`src/rtl/srec_word_packer.sv`:
```
// ---------------------------------------------------------------------------
// srec_word_packer
//
// Packs the byte-write stream of the SREC parser into aligned 32-bit
// little-endian words with byte enables. Completed words are buffered in a
// small FIFO and handed to a valid/ready consumer. The byte source cannot be
// stalled, so a word that arrives while the FIFO is full is dropped and a
// sticky overflow flag is raised.
//
// Ports:
//   clock, reset       system clock, synchronous active-high reset
//   byte_address/data  incoming byte and its byte address
//   byte_valid         one-cycle byte strobe
//   flush              one-cycle request to emit any partial word
//   word_address       word-aligned address of the FIFO head ([1:0] = 0)
//   word_data          FIFO head data, lane k at bits [8k+7:8k]
//   word_byte_enable   FIFO head lane enables
//   word_valid         FIFO non-empty
//   word_ready         consumer accepts the head when valid && ready
//   overflow           sticky: a completed word was dropped (FIFO full)
//   busy               accumulator, FIFO or pending flush still active
// ---------------------------------------------------------------------------
module srec_word_packer #(
  parameter int FIFO_DEPTH = 4
) (
  input  logic        clock,
  input  logic        reset,
  input  logic [31:0] byte_address,
  input  logic [7:0]  byte_data,
  input  logic        byte_valid,
  input  logic        flush,
  output logic [31:0] word_address,
  output logic [31:0] word_data,
  output logic [3:0]  word_byte_enable,
  output logic        word_valid,
  input  logic        word_ready,
  output logic        overflow,
  output logic        busy
);

  localparam int PW = $clog2(FIFO_DEPTH);
  localparam int CW = PW + 1;

  // Accumulator state
  logic [29:0]   acc_addr_q, acc_addr_d;
  logic [31:0]   acc_data_q, acc_data_d;
  logic [3:0]    acc_be_q, acc_be_d;
  logic          flush_pending_q, flush_pending_d;
  logic          overflow_q, overflow_d;

  // FIFO state
  logic [PW-1:0] wr_ptr_q, wr_ptr_d;
  logic [PW-1:0] rd_ptr_q, rd_ptr_d;
  logic [CW-1:0] count_q, count_d;
  logic [29:0]   fifo_addr_mem [FIFO_DEPTH];
  logic [31:0]   fifo_data_mem [FIFO_DEPTH];
  logic [3:0]    fifo_be_mem   [FIFO_DEPTH];

  // Incoming byte decoded into its lane position
  logic [29:0]   in_waddr;
  logic [3:0]    lane_be;
  logic [31:0]   lane_data;

  // Word offered to the FIFO this cycle
  logic          push;
  logic [29:0]   push_addr;
  logic [31:0]   push_data;
  logic [3:0]    push_be;
  logic [3:0]    merged_be;
  logic [31:0]   merged_data;

  logic          pop;
  logic          full;
  logic          push_ok;

  assign in_waddr = byte_address[31:2];

  for (genvar gi = 0; gi < 4; gi++) begin : g_lane
    assign lane_be[gi]             = (byte_address[1:0] == 2'(gi));
    assign lane_data[8*gi +: 8]    = (byte_address[1:0] == 2'(gi)) ? byte_data : 8'h00;
  end

  // Accumulator and flush handling. Unused lanes of acc_data are kept zero so
  // merging is a plain OR.
  always_comb begin
    acc_addr_d      = acc_addr_q;
    acc_data_d      = acc_data_q;
    acc_be_d        = acc_be_q;
    flush_pending_d = flush_pending_q;
    push            = 1'b0;
    push_addr       = acc_addr_q;
    push_data       = acc_data_q;
    push_be         = acc_be_q;
    merged_be       = acc_be_q | lane_be;
    merged_data     = acc_data_q | lane_data;

    if (byte_valid) begin
      if (acc_be_q == 4'h0) begin
        acc_addr_d = in_waddr;
        acc_data_d = lane_data;
        acc_be_d   = lane_be;
      end else if ((in_waddr == acc_addr_q) && ((acc_be_q & lane_be) == 4'h0)) begin
        if (merged_be == 4'hF) begin
          // Word completed by this byte: emit it now, leave acc empty
          push       = 1'b1;
          push_data  = merged_data;
          push_be    = merged_be;
          acc_data_d = 32'h0;
          acc_be_d   = 4'h0;
        end else begin
          acc_data_d = merged_data;
          acc_be_d   = merged_be;
        end
      end else begin
        // Different word or lane rewrite: emit the old word, restart with new byte
        push       = 1'b1;
        acc_addr_d = in_waddr;
        acc_data_d = lane_data;
        acc_be_d   = lane_be;
      end
    end else if (flush_pending_q) begin
      // A flush only acts in a byte-free cycle
      flush_pending_d = 1'b0;
      if (acc_be_q != 4'h0) begin
        push       = 1'b1;
        acc_data_d = 32'h0;
        acc_be_d   = 4'h0;
      end
    end

    if (flush) begin
      flush_pending_d = 1'b1;
    end
  end

  // FIFO control. A push into a full FIFO still succeeds when the head is
  // popped on the same edge.
  assign word_valid = (count_q != '0);
  assign pop        = word_valid & word_ready;
  assign full       = (count_q == CW'(FIFO_DEPTH));
  assign push_ok    = push & (~full | pop);

  always_comb begin
    wr_ptr_d   = push_ok ? wr_ptr_q + PW'(1) : wr_ptr_q;
    rd_ptr_d   = pop ? rd_ptr_q + PW'(1) : rd_ptr_q;
    overflow_d = overflow_q | (push & full & ~pop);
    count_d    = count_q;
    case ({push_ok, pop})
      2'b10:   count_d = count_q + CW'(1);
      2'b01:   count_d = count_q - CW'(1);
      default: count_d = count_q;
    endcase
  end

  always_ff @(posedge clock) begin
    if (reset) begin
      acc_addr_q      <= '0;
      acc_data_q      <= '0;
      acc_be_q        <= '0;
      flush_pending_q <= 1'b0;
      overflow_q      <= 1'b0;
      wr_ptr_q        <= '0;
      rd_ptr_q        <= '0;
      count_q         <= '0;
    end else begin
      acc_addr_q      <= acc_addr_d;
      acc_data_q      <= acc_data_d;
      acc_be_q        <= acc_be_d;
      flush_pending_q <= flush_pending_d;
      overflow_q      <= overflow_d;
      wr_ptr_q        <= wr_ptr_d;
      rd_ptr_q        <= rd_ptr_d;
      count_q         <= count_d;
    end
  end

  // Storage needs no reset: the head outputs are masked while empty
  always_ff @(posedge clock) begin
    if (push_ok) begin
      fifo_addr_mem[wr_ptr_q] <= push_addr;
      fifo_data_mem[wr_ptr_q] <= push_data;
      fifo_be_mem[wr_ptr_q]   <= push_be;
    end
  end

  assign word_address     = word_valid ? {fifo_addr_mem[rd_ptr_q], 2'b00} : 32'h0;
  assign word_data        = word_valid ? fifo_data_mem[rd_ptr_q] : 32'h0;
  assign word_byte_enable = word_valid ? fifo_be_mem[rd_ptr_q] : 4'h0;
  assign overflow         = overflow_q;
  assign busy             = (acc_be_q != 4'h0) | word_valid | flush_pending_q;

endmodule

```
`config.mk`:
```
export PLATFORM = sky130hd
export DESIGN_NAME = srec_word_packer
export DESIGN_NICKNAME = d
export VERILOG_FILES = /design/src/rtl/srec_word_packer.sv
export SDC_FILE = /design/constraint.sdc
export NUM_CORES = 1
export LEC_CHECK = 0
export ABC_AREA = 1
export CAP_MARGIN = 40
export CORE_UTILIZATION = 61
export CTS_CLUSTER_DIAMETER = 40
export CTS_CLUSTER_SIZE = 10
export DETAILED_ROUTE_END_ITERATION = 6
export HOLD_SLACK_MARGIN = 0.1
export PLACE_DENSITY = 0.83
export SYNTH_ARGS = -nofsm -noshare
export SYNTH_HDL_FRONTEND = slang
export SYNTH_SLANG_ARGS = --single-unit
```
`constraint.sdc`:
```
create_clock -name clock -period 7.4 [get_ports clock]
set_clock_uncertainty 0.05 [all_clocks]
set_input_delay 1.11 -clock clock [delete_from_list [all_inputs] [get_ports clock]]
set_output_delay 1.11 -clock clock [all_outputs]
set_load 0.02 [all_outputs]
```
**After elaboration in Yosys (flattened, before gate mapping)**

Memory sizes are Yosys's and may differ from the RTL's. A register that Yosys moved wholly into a read port is not among the register bits.
Index checks and enable logic that the tools add are counted.

- Flip-flop bits (word level): 75
- RAM bits: 264
- Input bits: 45
- Output and inout bits: 71
- Word-level logic and storage cells: 95
- Memories kept: 3

- Add/sub/neg operators: 4
- Eq/ne operators: 10
- Muxes and demuxes: 46
- Bitwise logic cells: 13
- Reduce and logical (&&, ||, !) cells: 11

Memory list:

| name | words | width | read ports | clocked after memory_dff | wr ports | RTL line | source |
|---|---|---|---|---|---|---|---|
| fifo_data_mem | 4 | 32 | 1 | 1 | 1 | 56 | `logic [31:0] fifo_data_mem [FIFO_DEPTH];` |
| fifo_addr_mem | 4 | 30 | 1 | 1 | 1 | 55 | `logic [29:0] fifo_addr_mem [FIFO_DEPTH];` |
| fifo_be_mem | 4 | 4 | 1 | 1 | 1 | 57 | `logic [3:0] fifo_be_mem [FIFO_DEPTH];` |

Operators by type and width:

| kind | number |
|---|---|
| $mux 32 | 12 |
| $mux 30 | 2 |
| $mux 4 | 11 |
| $mux 8 | 4 |
| $or 32x32->32 | 1 |
| $eq 30x30->1 | 1 |
| $mux 2 | 6 |
| $mux 1 | 10 |
| $logic_not 4->1 | 2 |
| $eq 2x2->1 const B | 3 |
| $pmux 3 s2 | 1 |
| $reduce_bool 2->1 | 3 |
| $add 2x1->2 const B | 2 |
| $and 1x1->1 | 4 |
| $and 4x4->4 | 1 |
| $eq 2x1->1 const B | 2 |
| $eq 4x4->1 const B | 1 |
| $or 1x1->1 | 4 |
| $or 4x4->4 | 1 |
| $reduce_and 2->1 | 2 |
| $reduce_bool 4->1 | 1 |
| $add 3x1->3 const B | 1 |
| $eq 3x3->1 const B | 1 |
| $reduce_bool 3->1 | 1 |
| 6 further kinds | 7 |

**Longest topological paths before layout**

- Depth in word-level cells: 10
- Mapped depth: 17
- Depth with buffers taken out: 17

**Worst setup path after synthesis**

No wires, ideal clock.

- Kind: input to register
- Start: input byte_address[1]
- End: memory fifo_addr_mem[0][0], enable pin
- Setup time: 0.491 ns
- Arrival time: 4.832 ns
- Required time: 6.859 ns
- Setup slack: 2.027 ns
- Stages on the path: 10
- Path buffers: 1
- Cells stage by stage: inv_2 > nand2_2 > buf_6 > nand2_2 > o21ai_2 > nor2_2 > nor2_2 > nand4_4 > nand3_1 > nor2_1

- Word-level cells in the longest chain between the ends: 10
- Elaborated cells between the ends (all ways): 16
- Classes of those cells: eq/ne (4); mux (6); bitwise (3); reduce/logical (3)

Ends and longest elaborated chain:

| what | RTL line | source |
|---|---|---|
| start: declaration | 28 | `input logic [31:0] byte_address,` |
| $eq 2x1->1, or another cell as far along | 79 | `assign lane_be[gi] = (byte_address[1:0] == 2'(gi));` |
| $or 4x4->4 or $and 4x4->4 (tied branches) | 94, 102 |  |
| $eq 4x4->1 or $logic_not 4->1 (tied branches) | 103, 102 |  |
| $mux 1 or $logic_and 1x1->1 (tied branches) | 103, 102 |  |
| $mux 1 * | 102 | `end else if ((in_waddr == acc_addr_q) && ((acc_be_q & lane_be) == 4'h0)) begin` |
| $mux 1 * | 98 | `if (acc_be_q == 4'h0) begin` |
| $mux 1 * | 97 | `if (byte_valid) begin` |
| $and 1x1->1 * | 141 | `assign push_ok = push & (~full \| pop);` |
| $mux 1 * | 179 | `if (push_ok) begin` |
| $mux 1 (not written as such) * | 180 | `fifo_addr_mem[wr_ptr_q] <= push_addr;` |
| end: declaration | 55 |  |

Every way passes the cells marked *; elsewhere a longest branch is shown, timed or not.

==> results.py <==
metrics = {
    "synthesis": {
        "ys_ff_latch": 341,
        "ys.flop_type": "edfxtp_1",
        "synth_area_per_cell_um2": 10.4,
        "synth_edf_count": 264,
        "synth_area_leaders": "edfxtp_1, dfxtp_1, nor2_1",
        "netlist.area_leader.share_pct": 55.5,
        "synth-async-reset-ratio_pct": 0,
        "synth_area_mm2": 0.0143,
        "postSynthCellCount": 1378,
        "ys_seq_area_share_pct": 66.3,
        "yosys_warnings": 0,
        "synth_top_cells_by_count": "nor2_1, edfxtp_1, o21ai_0, nand2_1, a21oi_1",
        "synth_cell_types": 35,
        "yosysMostFrequentCell": "nor2_1",
        "yosysTopAreaCell": "edfxtp_1",
    },
    "worst_setup_path": {
        "cp.required_ps": 6240,
        "worstReg2RegStart": "acc_be_q[3]",
        "path_class": "register to output port",
        "end_kind": "output port",
        "worstSetupStartpointType": "register",
        "path_max_fanout": 88,
        "critPathArrivalTime_ps": 3650,
    },
    "route": {
        "dr.pass1.iters": 7,
        "drt_wl_total_um": 32800,
        "num_vias": 10300,
        "post_drt_via_cell_ratio": 5.64,
        "wl_per_cell_um": 18.0,
        "drc": 0,
        "ant_nets": 0,
        "drt_iter0_markers": 913,
    },
    "floorplan": {
        "ios": 116,
        "die_h_um": 155,
        "dieArea_mm2": 0.0240,
        "dieWidth_um": 155,
        "coreArea_mm2": 0.0228,
        "rows": 55,
        "initial_core_util_pct": 62.7,
    },
    "worst_hold_path": {
        "hold_start": "rd_ptr_q[1]",
        "min_path_type": "register to register",
    },
    "clocking": {
        "root_buffer": "clkbuf_16",
        "clk_pin_slew_worst_paths_ps": 50,
        "clockBufferDepth": 3,
        "postCtsSetupBuffers": 0,
        "clk_latency_ps": 530,
        "cts_tree": "built",
        "cts-resized-gates": 0,
        "cts_hold_buffers": 0,
        "cts.sinks": 341,
        "cts_buffers": 42,
        "htree_levels": 2,
    },
    "placement": {
        "port_buffers": 113,
        "hpwlAfterDp_um": 19300,
        "place.gp.congestion": 0.878,
        "dpl_cell_area_mm2": 0.0156,
    },
    "grt": {
        "grt_max_degree": 89,
        "antenna_found_initial": 1,
        "track_usage_pct": 27.5,
        "grt_pass1_vias": 10100,
        "grt_pass1_wl_um": 51400,
        "grt_overflow": 0,
    },
    "flow_run": {
        "maxCapViolations": 0,
    },
    "run_status": {
        "status": "finished clean",
    },
    "finish": {
        "design_area_mm2": 0.0169,
        "area_delta_synth_final_pct": 18.2,
        "ff_latch_area_mm2": 0.00947,
        "multi_input_area_mm2": 0.00414,
        "final_nets": 1524,
        "fill_cells": 1428,
        "final_layout_size_suffix_gt1_share_pct": 7.43,
    },
    "sta": {
        "min_period_over_period_pct": 64.9,
        "setup_viol": 0,
        "rsz0062_at_grt": "no",
        "drv_slew": 0,
        "maxSlewHeadroom_pct": 37.0,
        "min_period_ps": 4810,
        "setup_tns_ps": 0,
        "hold_viol_final": 0,
        "fmaxAchievable_mhz": 208,
        "tightest_slew_ps": 945,
        "whs_ps": 411,
    },
    "power_and_ir_drop": {
        "ir_drop_uv": 233,
        "p_per_area_mw_per_mm2": 349,
        "leakagePower_uw": 0.00606,
        "p_total_uw": 5890,
    },
}
through the flow:
stage,util [%],instances,setup slack (ps)
detailed placement,68.5,1743,2590
global route,74.1,1821,2450
CTS,74.1,1820,2650
global placement,68.2,1740,2760
floorplan,-,1379,2030
finish,74.1,1821,2590
layout make-up:
type / count / share of cell area [%]
inverters: 87 / 1.93
clock buffers: 70 / 7.34
flip-flops and latches: 341 / 56.1
diodes: 1 / 0.0148
clock inverters: 7 / 0.215
multi-input cells: 876 / 24.5
repair buffers: 126 / 7.56
well taps: 313 / 2.32
report_power, final:
part | internal [uW] | switching, uW | leakage, uW | total [uW]
Sequential | 2180 | 88.1 | 0.00309 | 2270
Combinational | 645 | 1100 | 0.00235 | 1740
Clock | 1140 | 737 | 0.000619 | 1870
cells in the final DEF (no fill, tap or decap), types with 2 or more instances in the layout:
master           netlist  final
nor2_1               372    368
edfxtp_1             264    264
o21ai_0              170    170
nand2_1              117    117
clkdlybuf4s50_1        0    113
a21oi_1              110    110
inv_1                 84     81
dfxtp_1               77     75
clkbuf_16              0     45
o21bai_1              32     32
clkbuf_1              49     23
nand2_2               14     14
xor2_1                12     12
nand3_1               10     10
a21oi_2               10     10
buf_4                  3     10
xnor2_1                7      7
clkinv_1               2      4
inv_2                  1      4
nor2_2                 4      4
nor2_4                 0      4
ha_1                   4      4
clkinv_2               0      4
o21ai_2                2      2
conb_1                 1      2
clkbuf_8               0      2
buf_16                 0      2
per-layer routing:
layer | global-route usage [%] | part of all wire [%] | vias up
met5 | 0 | 0 | -
met4 | 12.4 | 3.3 | 0
met3 | 3.82 | 7.9 | 88
met2 | 46.1 | 49 | 481
met1 | 36.0 | 40 | 4871
li1 | - | - | 4832
sequential cells by signal, indices dropped and copies added (netlist names), named ones only:
signal           flops
acc_data_q          32
acc_addr_q          30
fifo_addr_mem      120
fifo_data_mem      128
wr_ptr_q             2
overflow             1
count_q              3
flush_pending_q      1
rd_ptr_q             2
acc_be_q             4
fifo_be_mem         16
final timing paths:
path                               end  slack (ps)  depth (start not counted)
setup / recovery   word_byte_enable[3]        2590                          5
hold reg to reg               register         410                          2
setup reg to reg  fifo_data_mem[1][14]        4080                          9
hold / removal                register         410                          2
critical path, cell delays in order, from the launching register on:
cell and delay (ps):
dfxtp_4 510, inv_2 540, buf_4 720, o21ai_0 240
a21oi_1 340, clkdlybuf4s50_1 670
kinds of logic (layout without fill, tap and decap cells):
kind of cell / Yosys count / count (layout) / synth area share (%)
buf+inv: 162 / 290 / 4.98
flops: 341 / 341 / 66.3
xor+xnor: 19 / 19 / 1.17
other cells: 1 / 3 / 0.0263
simple gates: 523 / 523 / 14.5
compound gates: 327 / 327 / 12.5
fa+ha+maj: 5 / 5 / 0.491
(Power assumes the default switching activity.)
